`config.mk`:
```
export PLATFORM = sky130hd
export DESIGN_NAME = ram_copy_dma_flat
export DESIGN_NICKNAME = d
export VERILOG_FILES = /design/src/rtl/ram_copy_dma_if.sv /design/src/rtl/ram_copy_dma.sv /design/src/flat_wrapper.sv
export SDC_FILE = /design/constraint.sdc
export NUM_CORES = 1
export LEC_CHECK = 0
export CORE_MARGIN = 2
export CORE_UTILIZATION = 50
export CTS_CLUSTER_DIAMETER = 200
export DETAILED_ROUTE_END_ITERATION = 6
export GPL_ROUTABILITY_DRIVEN = 0
export PLACE_DENSITY = 0.77
export SLEW_MARGIN = 20
export SYNTH_ARGS = -nofsm -noshare
export SYNTH_HDL_FRONTEND = slang
export SYNTH_SLANG_ARGS = --single-unit
```
`constraint.sdc`:
```
create_clock -name clk -period 7.55 [get_ports clk]
set_input_delay 1.51 -clock clk [delete_from_list [all_inputs] [get_ports clk]]
set_output_delay 1.51 -clock clk [all_outputs]
set_load 0.02 [all_outputs]
```
`src/rtl/ram_copy_dma_if.sv`:
```
// ram_copy_dma_if: control strobe/status plus single-port RAM bus of ram_copy_dma.
// checksum_o exists only when RAM_COPY_DMA_CHECKSUM_EN is defined.
interface ram_copy_dma_if #(
  parameter int DEPTH = 1024,
  parameter int WORD_WIDTH = 32,
  parameter int AW = $clog2(DEPTH) + 1
);
  logic start_i;
  logic [AW-1:0] src_i;
  logic [AW-1:0] dst_i;
  logic [AW-1:0] len_i;
  logic busy_o;
  logic done_o;
  logic err_o;
  logic ram_en_o;
  logic ram_we_o;
  logic [AW-1:0] ram_addr_o;
  logic [WORD_WIDTH-1:0] ram_din_o;
  logic [WORD_WIDTH-1:0] ram_dout_i;
`ifdef RAM_COPY_DMA_CHECKSUM_EN
  logic [WORD_WIDTH-1:0] checksum_o;
  modport slave(input start_i, src_i, dst_i, len_i, ram_dout_i,
                output busy_o, done_o, err_o, ram_en_o, ram_we_o, ram_addr_o, ram_din_o, checksum_o);
  modport master(output start_i, src_i, dst_i, len_i, ram_dout_i,
                 input busy_o, done_o, err_o, ram_en_o, ram_we_o, ram_addr_o, ram_din_o, checksum_o);
`else
  modport slave(input start_i, src_i, dst_i, len_i, ram_dout_i,
                output busy_o, done_o, err_o, ram_en_o, ram_we_o, ram_addr_o, ram_din_o);
  modport master(output start_i, src_i, dst_i, len_i, ram_dout_i,
                 input busy_o, done_o, err_o, ram_en_o, ram_we_o, ram_addr_o, ram_din_o);
`endif
endinterface

```
`src/rtl/ram_copy_dma.sv`:
```
// ram_copy_dma: copies LEN words inside one single-port RAM with alternating read/write.
// Optional RAM_COPY_DMA_CHECKSUM_EN adds a running sum of all words read per command.
module ram_copy_dma #(
  parameter int DEPTH = 1024,
  parameter int WORD_WIDTH = 32,
  localparam int AW = $clog2(DEPTH) + 1
) (
  input logic clk,
  input logic rstn_i,
  ram_copy_dma_if.slave bus
);
  typedef enum logic [2:0] {IDLE, READ, WRITE, DONE, ERR} state_t;
  localparam logic [AW:0] LIMIT = (AW+1)'(DEPTH);
  state_t state;
  logic [AW-1:0] src, dst, len, idx, addr;
  logic [WORD_WIDTH-1:0] buffer;
  logic busy, done, err, en, we;
  logic [AW:0] src_end, dst_end;
  assign src_end = {1'b0, bus.src_i} + {1'b0, bus.len_i};
  assign dst_end = {1'b0, bus.dst_i} + {1'b0, bus.len_i};
  assign bus.busy_o = busy;
  assign bus.done_o = done;
  assign bus.err_o = err;
  assign bus.ram_en_o = en;
  assign bus.ram_we_o = we;
  assign bus.ram_addr_o = addr;
  assign bus.ram_din_o = we ? buffer : '0;
`ifdef RAM_COPY_DMA_CHECKSUM_EN
  logic [WORD_WIDTH-1:0] checksum;
  assign bus.checksum_o = checksum;
  always_ff @(posedge clk or negedge rstn_i)
    if (!rstn_i) checksum <= '0;
    else if (state == IDLE && bus.start_i) checksum <= '0;
    else if (state == READ) checksum <= checksum + bus.ram_dout_i;
`endif
  // Outputs are registered for the state being entered, so they line up with it.
  always_ff @(posedge clk or negedge rstn_i) begin
    if (!rstn_i) begin
      state <= IDLE;
      src <= '0;
      dst <= '0;
      len <= '0;
      idx <= '0;
      addr <= '0;
      buffer <= '0;
      busy <= 1'b0;
      done <= 1'b0;
      err <= 1'b0;
      en <= 1'b0;
      we <= 1'b0;
    end else begin
      case (state)
        IDLE: if (bus.start_i) begin
          src <= bus.src_i;
          dst <= bus.dst_i;
          len <= bus.len_i;
          idx <= '0;
          busy <= 1'b1;
          if (src_end > LIMIT || dst_end > LIMIT) begin
            state <= ERR;
            err <= 1'b1;
          end else if (bus.len_i == '0) begin
            state <= DONE;
            done <= 1'b1;
          end else begin
            state <= READ;
            en <= 1'b1;
            addr <= bus.src_i;
          end
        end
        READ: begin
          buffer <= bus.ram_dout_i;
          state <= WRITE;
          we <= 1'b1;
          addr <= dst + idx;
        end
        WRITE: if (idx == len - 1'b1) begin
          state <= DONE;
          en <= 1'b0;
          we <= 1'b0;
          addr <= '0;
          done <= 1'b1;
        end else begin
          idx <= idx + 1'b1;
          state <= READ;
          we <= 1'b0;
          addr <= src + idx + 1'b1;
        end
        DONE, ERR: begin
          state <= IDLE;
          done <= 1'b0;
          err <= 1'b0;
          busy <= 1'b0;
        end
        default: state <= IDLE;
      endcase
    end
  end
endmodule
```
`src/flat_wrapper.sv`:
```
// flat-port wrapper written by rule: the top's interface ports become plain ports
module ram_copy_dma_flat 
#(
  parameter int DEPTH = 1024,
  parameter int WORD_WIDTH = 32,
  localparam int AW = $clog2(DEPTH) + 1
)
  (clk, rstn_i, bus_start_i, bus_src_i, bus_dst_i, bus_len_i, bus_ram_dout_i, bus_busy_o, bus_done_o, bus_err_o, bus_ram_en_o, bus_ram_we_o, bus_ram_addr_o, bus_ram_din_o);
  ram_copy_dma_if #(.DEPTH(DEPTH), .WORD_WIDTH(WORD_WIDTH)) bus_i ();
  input logic clk;
  input logic rstn_i;
  input wire logic [$bits(bus_i.start_i)-1:0] bus_start_i;
  input wire logic [$bits(bus_i.src_i)-1:0] bus_src_i;
  input wire logic [$bits(bus_i.dst_i)-1:0] bus_dst_i;
  input wire logic [$bits(bus_i.len_i)-1:0] bus_len_i;
  input wire logic [$bits(bus_i.ram_dout_i)-1:0] bus_ram_dout_i;
  output wire logic [$bits(bus_i.busy_o)-1:0] bus_busy_o;
  output wire logic [$bits(bus_i.done_o)-1:0] bus_done_o;
  output wire logic [$bits(bus_i.err_o)-1:0] bus_err_o;
  output wire logic [$bits(bus_i.ram_en_o)-1:0] bus_ram_en_o;
  output wire logic [$bits(bus_i.ram_we_o)-1:0] bus_ram_we_o;
  output wire logic [$bits(bus_i.ram_addr_o)-1:0] bus_ram_addr_o;
  output wire logic [$bits(bus_i.ram_din_o)-1:0] bus_ram_din_o;
  assign bus_i.start_i = bus_start_i;
  assign bus_i.src_i = bus_src_i;
  assign bus_i.dst_i = bus_dst_i;
  assign bus_i.len_i = bus_len_i;
  assign bus_i.ram_dout_i = bus_ram_dout_i;
  assign bus_busy_o = bus_i.busy_o;
  assign bus_done_o = bus_i.done_o;
  assign bus_err_o = bus_i.err_o;
  assign bus_ram_en_o = bus_i.ram_en_o;
  assign bus_ram_we_o = bus_i.ram_we_o;
  assign bus_ram_addr_o = bus_i.ram_addr_o;
  assign bus_ram_din_o = bus_i.ram_din_o;
  ram_copy_dma #(.DEPTH(DEPTH), .WORD_WIDTH(WORD_WIDTH)) u_core (.clk(clk), .rstn_i(rstn_i), .bus(bus_i));
endmodule
```
### Word-level counts from Yosys, hierarchy flattened

Cells that the tools add are included.

| storage, ports and cells | value |
|---|---|
| output and inout port bits | 48 |
| bits in latches | 0 |
| memory bits (read-only) | 0 |
| register bits after elaboration | 95 |
| memories kept | 0 |
| word-level logic and storage cells | 79 |
| bits in writable memories | 0 |

| operators by class | value |
|---|---|
| muxes and demuxes | 30 |
| add/subtract/negate cells | 7 |
| bitwise gates (word level) | 0 |
| $lt $le $gt $ge | 2 |
| equality and inequality tests | 12 |
| multipliers | 0 |
| reductions and logical operators | 16 |
| div/mod/pow operators | 0 |
| shift operators | 0 |

Operators by type and width:

| cell | count |
|---|---|
| $mux 11 | 6 |
| $pmux 11 s3 | 1 |
| $mux 32 | 1 |
| $add 11x11->12 | 2 |
| $gt 12x11->1 const B | 2 |
| $add 11x1->11 const B | 2 |
| $add 11x11->11 | 2 |
| $pmux 11 s2 | 1 |
| $eq 11x11->1 | 1 |
| $logic_not 11->1 | 1 |
| $mux 1 | 11 |
| $sub 11x1->11 const B | 1 |
| $reduce_and 5->1 | 2 |
| $pmux 3 s3 | 1 |
| $ne 2x2->1 const B | 4 |
| $pmux 1 s2 | 4 |
| $eq 3x2->1 const B | 2 |
| $mux 3 | 2 |
| $ne 2x1->1 const B | 3 |
| $reduce_and 3->1 | 2 |
| $reduce_bool 2->1 | 3 |
| $reduce_bool 3->1 | 2 |
| $mux 2 | 2 |
| $reduce_and 2->1 | 2 |
| other kinds (7) | 7 |

### Depth between registers and ports, before layout

| logic depth | value |
|---|---|
| word-level depth | 6 |
| mapped depth | 13 |
| depth with buffers taken out | 12 |

### Worst setup path after synthesis

Ideal clock, no wire load.

| timing | value |
|---|---|
| path type | input to register |
| from | input port bus_len_i[0] |
| to | register u_core.addr[10], in the netlist u_core.bus.ram_addr_o[10] |
| path slack | 3.345 ns |
| library setup time | 0.128 ns |
| cell stages on the path | 12 |
| path buffers | 1 |
| data arrival time | 4.077 ns |
| cells stage by stage | ha_1 -> inv_1 -> fa_1 -> xnor2_1 -> or4_1 -> a2111oi_2 -> nand4_1 -> o31a_1 -> nand2_1 -> a21boi_1 -> buf_2 -> mux2_1 |

| on the way | value |
|---|---|
| word-level cells in the longest chain between the ends | 5 |
| elaborated cells on any way between the ends | 9 |

Ends and longest elaborated chain:

| item | line | text |
|---|---|---|
| from (decl) | flat_wrapper.sv:15 | `input wire logic [$bits(bus_i.len_i)-1:0] bus_len_i;` |
| $add 11x11->12 (on tied branches) | ram_copy_dma.sv:19, ram_copy_dma.sv:20 |  |
| $gt 12x11->1 | ram_copy_dma.sv:59 | `if (src_end > LIMIT \|\| dst_end > LIMIT) begin` |
| $logic_or 1x1->1 | ram_copy_dma.sv:59 |  |
| $ne 2x2->1 (no line) | n/a |  |
| $reduce_and 4->1 (no line) (*) | n/a |  |
| to (signal assigned) | ram_copy_dma.sv:68 | `addr <= bus.src_i;` |
| to (signal assigned) | ram_copy_dma.sv:75 | `addr <= dst + idx;` |
| to (signal assigned) | ram_copy_dma.sv:87 | `addr <= src + idx + 1'b1;` |
| to (decl) | ram_copy_dma.sv:15 | `logic [AW-1:0] src, dst, len, idx, addr;` |

Mark *: on every way between the ends. The rest lies on a longest branch, timed or not.
A chain may end at the register's enable or synchronous reset.

### Final worst setup path

| timing | value |
|---|---|
| from | input port bus_len_i[0] |
| to | register u_core.state[1] |

| on the way | value |
|---|---|
| word-level cells in the longest chain between the ends | 6 |
| elaborated cells on any way between the ends | 10 |

Ends and longest elaborated chain:

| item | line | text |
|---|---|---|
| $add 11x11->12 (on tied branches) | ram_copy_dma.sv:19, ram_copy_dma.sv:20 |  |
| $gt 12x11->1 | ram_copy_dma.sv:59 |  |
| $logic_or 1x1->1 | ram_copy_dma.sv:59 |  |
| $mux 3 (*) | ram_copy_dma.sv:59 |  |
| $mux 3 (*) | ram_copy_dma.sv:53 | `IDLE: if (bus.start_i) begin` |
| $pmux 3 s3 (*) | ram_copy_dma.sv:52 | `case (state)` |
| to (signal assigned) | ram_copy_dma.sv:60 | `state <= ERR;` |
| to (signal assigned) | ram_copy_dma.sv:63 | `state <= DONE;` |
| to (signal assigned) | ram_copy_dma.sv:66 | `state <= READ;` |
| to (decl) | ram_copy_dma.sv:14 | `state_t state;` |

Mark *: on every way between the ends. The rest lies on a longest branch, timed or not. The select of a mux whose other input is x is not followed.

==> metrics.txt <==
per-cell routed wire length ~16 µm; final WL 17,100 µm; Yosys warnings 0; Reg clk slew, reported paths 0.07 ns; layout cell share with drive strength beyond 1 0.0446; clock tree buffer depth 2; CTS tree built; Tcrit/Tclk final 0.640; vias in the first global route 5,582; dominant cell type by area after synthesis dfrtp_1; post-detail-place hpwl between 10,000 and 15,000 µm; status complete, no violations; CTS buffer count 9; Clock Skews 0.00911 ns; max cap viols 0; largest net degree at the start of global routing 65; fin area 7960 µm²; count of pins over their slew limit 0; pwr/cell area 278 nW/µm²; post-CTS setup repair buffer count 0; post-layout min period approximately 4.8 ns; Final ANT Viol Nets 0; worst flop-to-flop path endpoint u_core.idx[8]; I/O Buffers 115; # DRC 0; final hold vios 0; flops & latches, synth 95; Mapped Nets approximately 880; worst vdd ir 190 µV; global-route wire length before repair 27,200 µm; synthesized area per cell 8.32 µm²; grt ovf 0; multi-input logic area 3770 µm²; WS Path Type in -> reg; num ports 116; Via Count just under 6,000; Synth Instances about 770; final count of negative-setup-slack endpoints 0; DP Area 7670 µm²; post-cts resize count 0; die outline width 117 µm; cell row count 41; Initial Util 0.509; cts-stage hold buffer count 0; FILL cells about 1,100; RSZ-0062 raised after global routing no; CP endpoint kind register; area share of the largest cell type after synthesis 0.373; fin nets 986; Slew @ Worst Pin 1.04 ns; Worst Path Max Fanout 5; top cells by count, synth nand2_1 (216), dfrtp_1 (95), ha_1 (44), nor2_1 (44), inv_1 (35); Critical Path Sink u_core.state[1]; slew margin rel. 0.303; Clock Latency Late Sink 0.36 ns; Synth cell types 66; Mapped Area between 6000 and 7000 µm²; CP Launch Point bus_len_i[0]; most frequent cell after synthesis nand2_1; Crit path required time 7.82 ns; Synth area leaders dfrtp_1 (37%), nand2_1 (13%), ha_1 (8.6%); Max Freq 0.207 GHz; DIE AREA 13,700 µm²; core area roughly 13,000 µm²; ant diodes 0; FFs w/ async S/R, synth 1.00; root buf cell clkbuf_16; EDFF count, synth 0; storage element area 2380 µm²; H-Tree Depth 3; clock sink total 95; Most used DFF post-synth dfrtp_1; Synth-to-Final Area Change 24.9%; Worst setup SP type input pin; register area share after synthesis 0.373; Worst Hold Launch u_core.buffer[16]; Reg-to-Reg Start u_core.len[0]; gr usage total 0.255; initial antenna violation count 0; R2R Setup Slk 4.19 ns; 1st-iter DRT viols between 400 and 500; hold crit path type reg -> reg; setup total negative slack 0 ns; chip height about 120 µm; vias per cell 5.62; total leakage power around 0.0036 µW; R2R depth 10; DR pass1 iterations 5; crit path DAT 5.11 ns
area by class of cell:
class | instances | area share
inverters | 35 | 0.0165
well taps | 172 | 0.0270
clock inverters | 7 | 0.00770
repair buffers | 119 | 0.148
flip-flops and latches | 95 | 0.299
clock buffers | 9 | 0.0283
multi-input cells | 610 | 0.474
metal layers:
layer  wire (µm)  vias to the layer above  global-route usage
met4         404                        0              0.0831
met3         965                       38              0.0458
li1            -                     2823                   -
met1        7350                     2826               0.333
met2        8400                      200               0.433
met5           0                        -                   0
cell families after synthesis:
group                    Yosys count  synth area share
adder cells (fa/ha/maj)           49             0.101
buffers and inverters             61            0.0363
XOR/XNOR                          43            0.0613
AO/OA/AOI/OAI                    129             0.139
flip-flops                        95             0.373
multiplexers                      14            0.0234
AND/OR/NAND/NOR                  375             0.267
flip-flops by register name, summed over array words and instances, names as in the netlist, 3 cells and up:
signal and count:
u_core.bus.ram_addr_o 11, u_core.buffer 32, u_core.dst 11, u_core.len 11, u_core.state 3, u_core.idx 11, u_core.src 11
metrics by stage:
step	worst slack [ns]	std cells	hold WS [ns]	power [µW]	util
finish	2.71	1047	0.471	2220	0.636
global route	2.56	1047	0.493	2360	0.636
global placement	2.55	1031	0.449	1740	0.612
floorplan	3.34	766	0.438	1350	-
detailed placement	2.40	1031	0.454	1780	0.612
CTS	2.76	1047	0.472	2230	0.635
worst min path at each step:
stage / to / cells past startpoint
after global routing: u_core.buffer[1] / 2
after detailed placement: u_core.buffer[16] / 2
after global placement: u_core.buffer[10] / 2
final: u_core.buffer[16] / 2
after floorplan: u_core.buffer[0] / 2
after CTS: u_core.buffer[16] / 2
power breakdown:
| part | internal [µW] | switching [µW] | total, µW |
|---|---|---|---|
| Combinational | 481 | 510 | 991 |
| Clock | 230 | 215 | 445 |
| Sequential | 674 | 106 | 780 |
| Total | 1380 | 831 | 2220 |
critical path, stage by stage:
cell,delay [ns]
clkdlybuf4s50_1,0.56
ha_1,0.22
inv_1,0.06
fa_1,0.39
xnor2_1,0.14
or4_1,0.53
a2111oi_2,0.34
nand4_1,0.20
o31a_1,0.32
a211oi_2,0.46
nand3_1,0.14
a31oi_1,0.22
layout by cell type (no fill, tap or decap), drive strengths merged, types with 4 or more instances in the layout:
cell type      count
nand3             11
clkbuf             9
and3               5
nand2            216
xor2              14
nand4              5
o21a               4
a211oi             6
mux2               7
a22oi              6
a21boi             4
clkdlybuf4s50    114
nor4               5
dfrtp             95
mux2i              7
a31oi              7
nor2b             10
or3                4
o31ai              4
o211ai             5
xnor2             28
inv               39
nor2              44
a21oi             27
o21ai             34
fa                 4
nor3              17
and2              34
ha                44
nand2b             9
buf                5
a222oi             5
No activity file was read; power rests on OpenSTA's default activity.
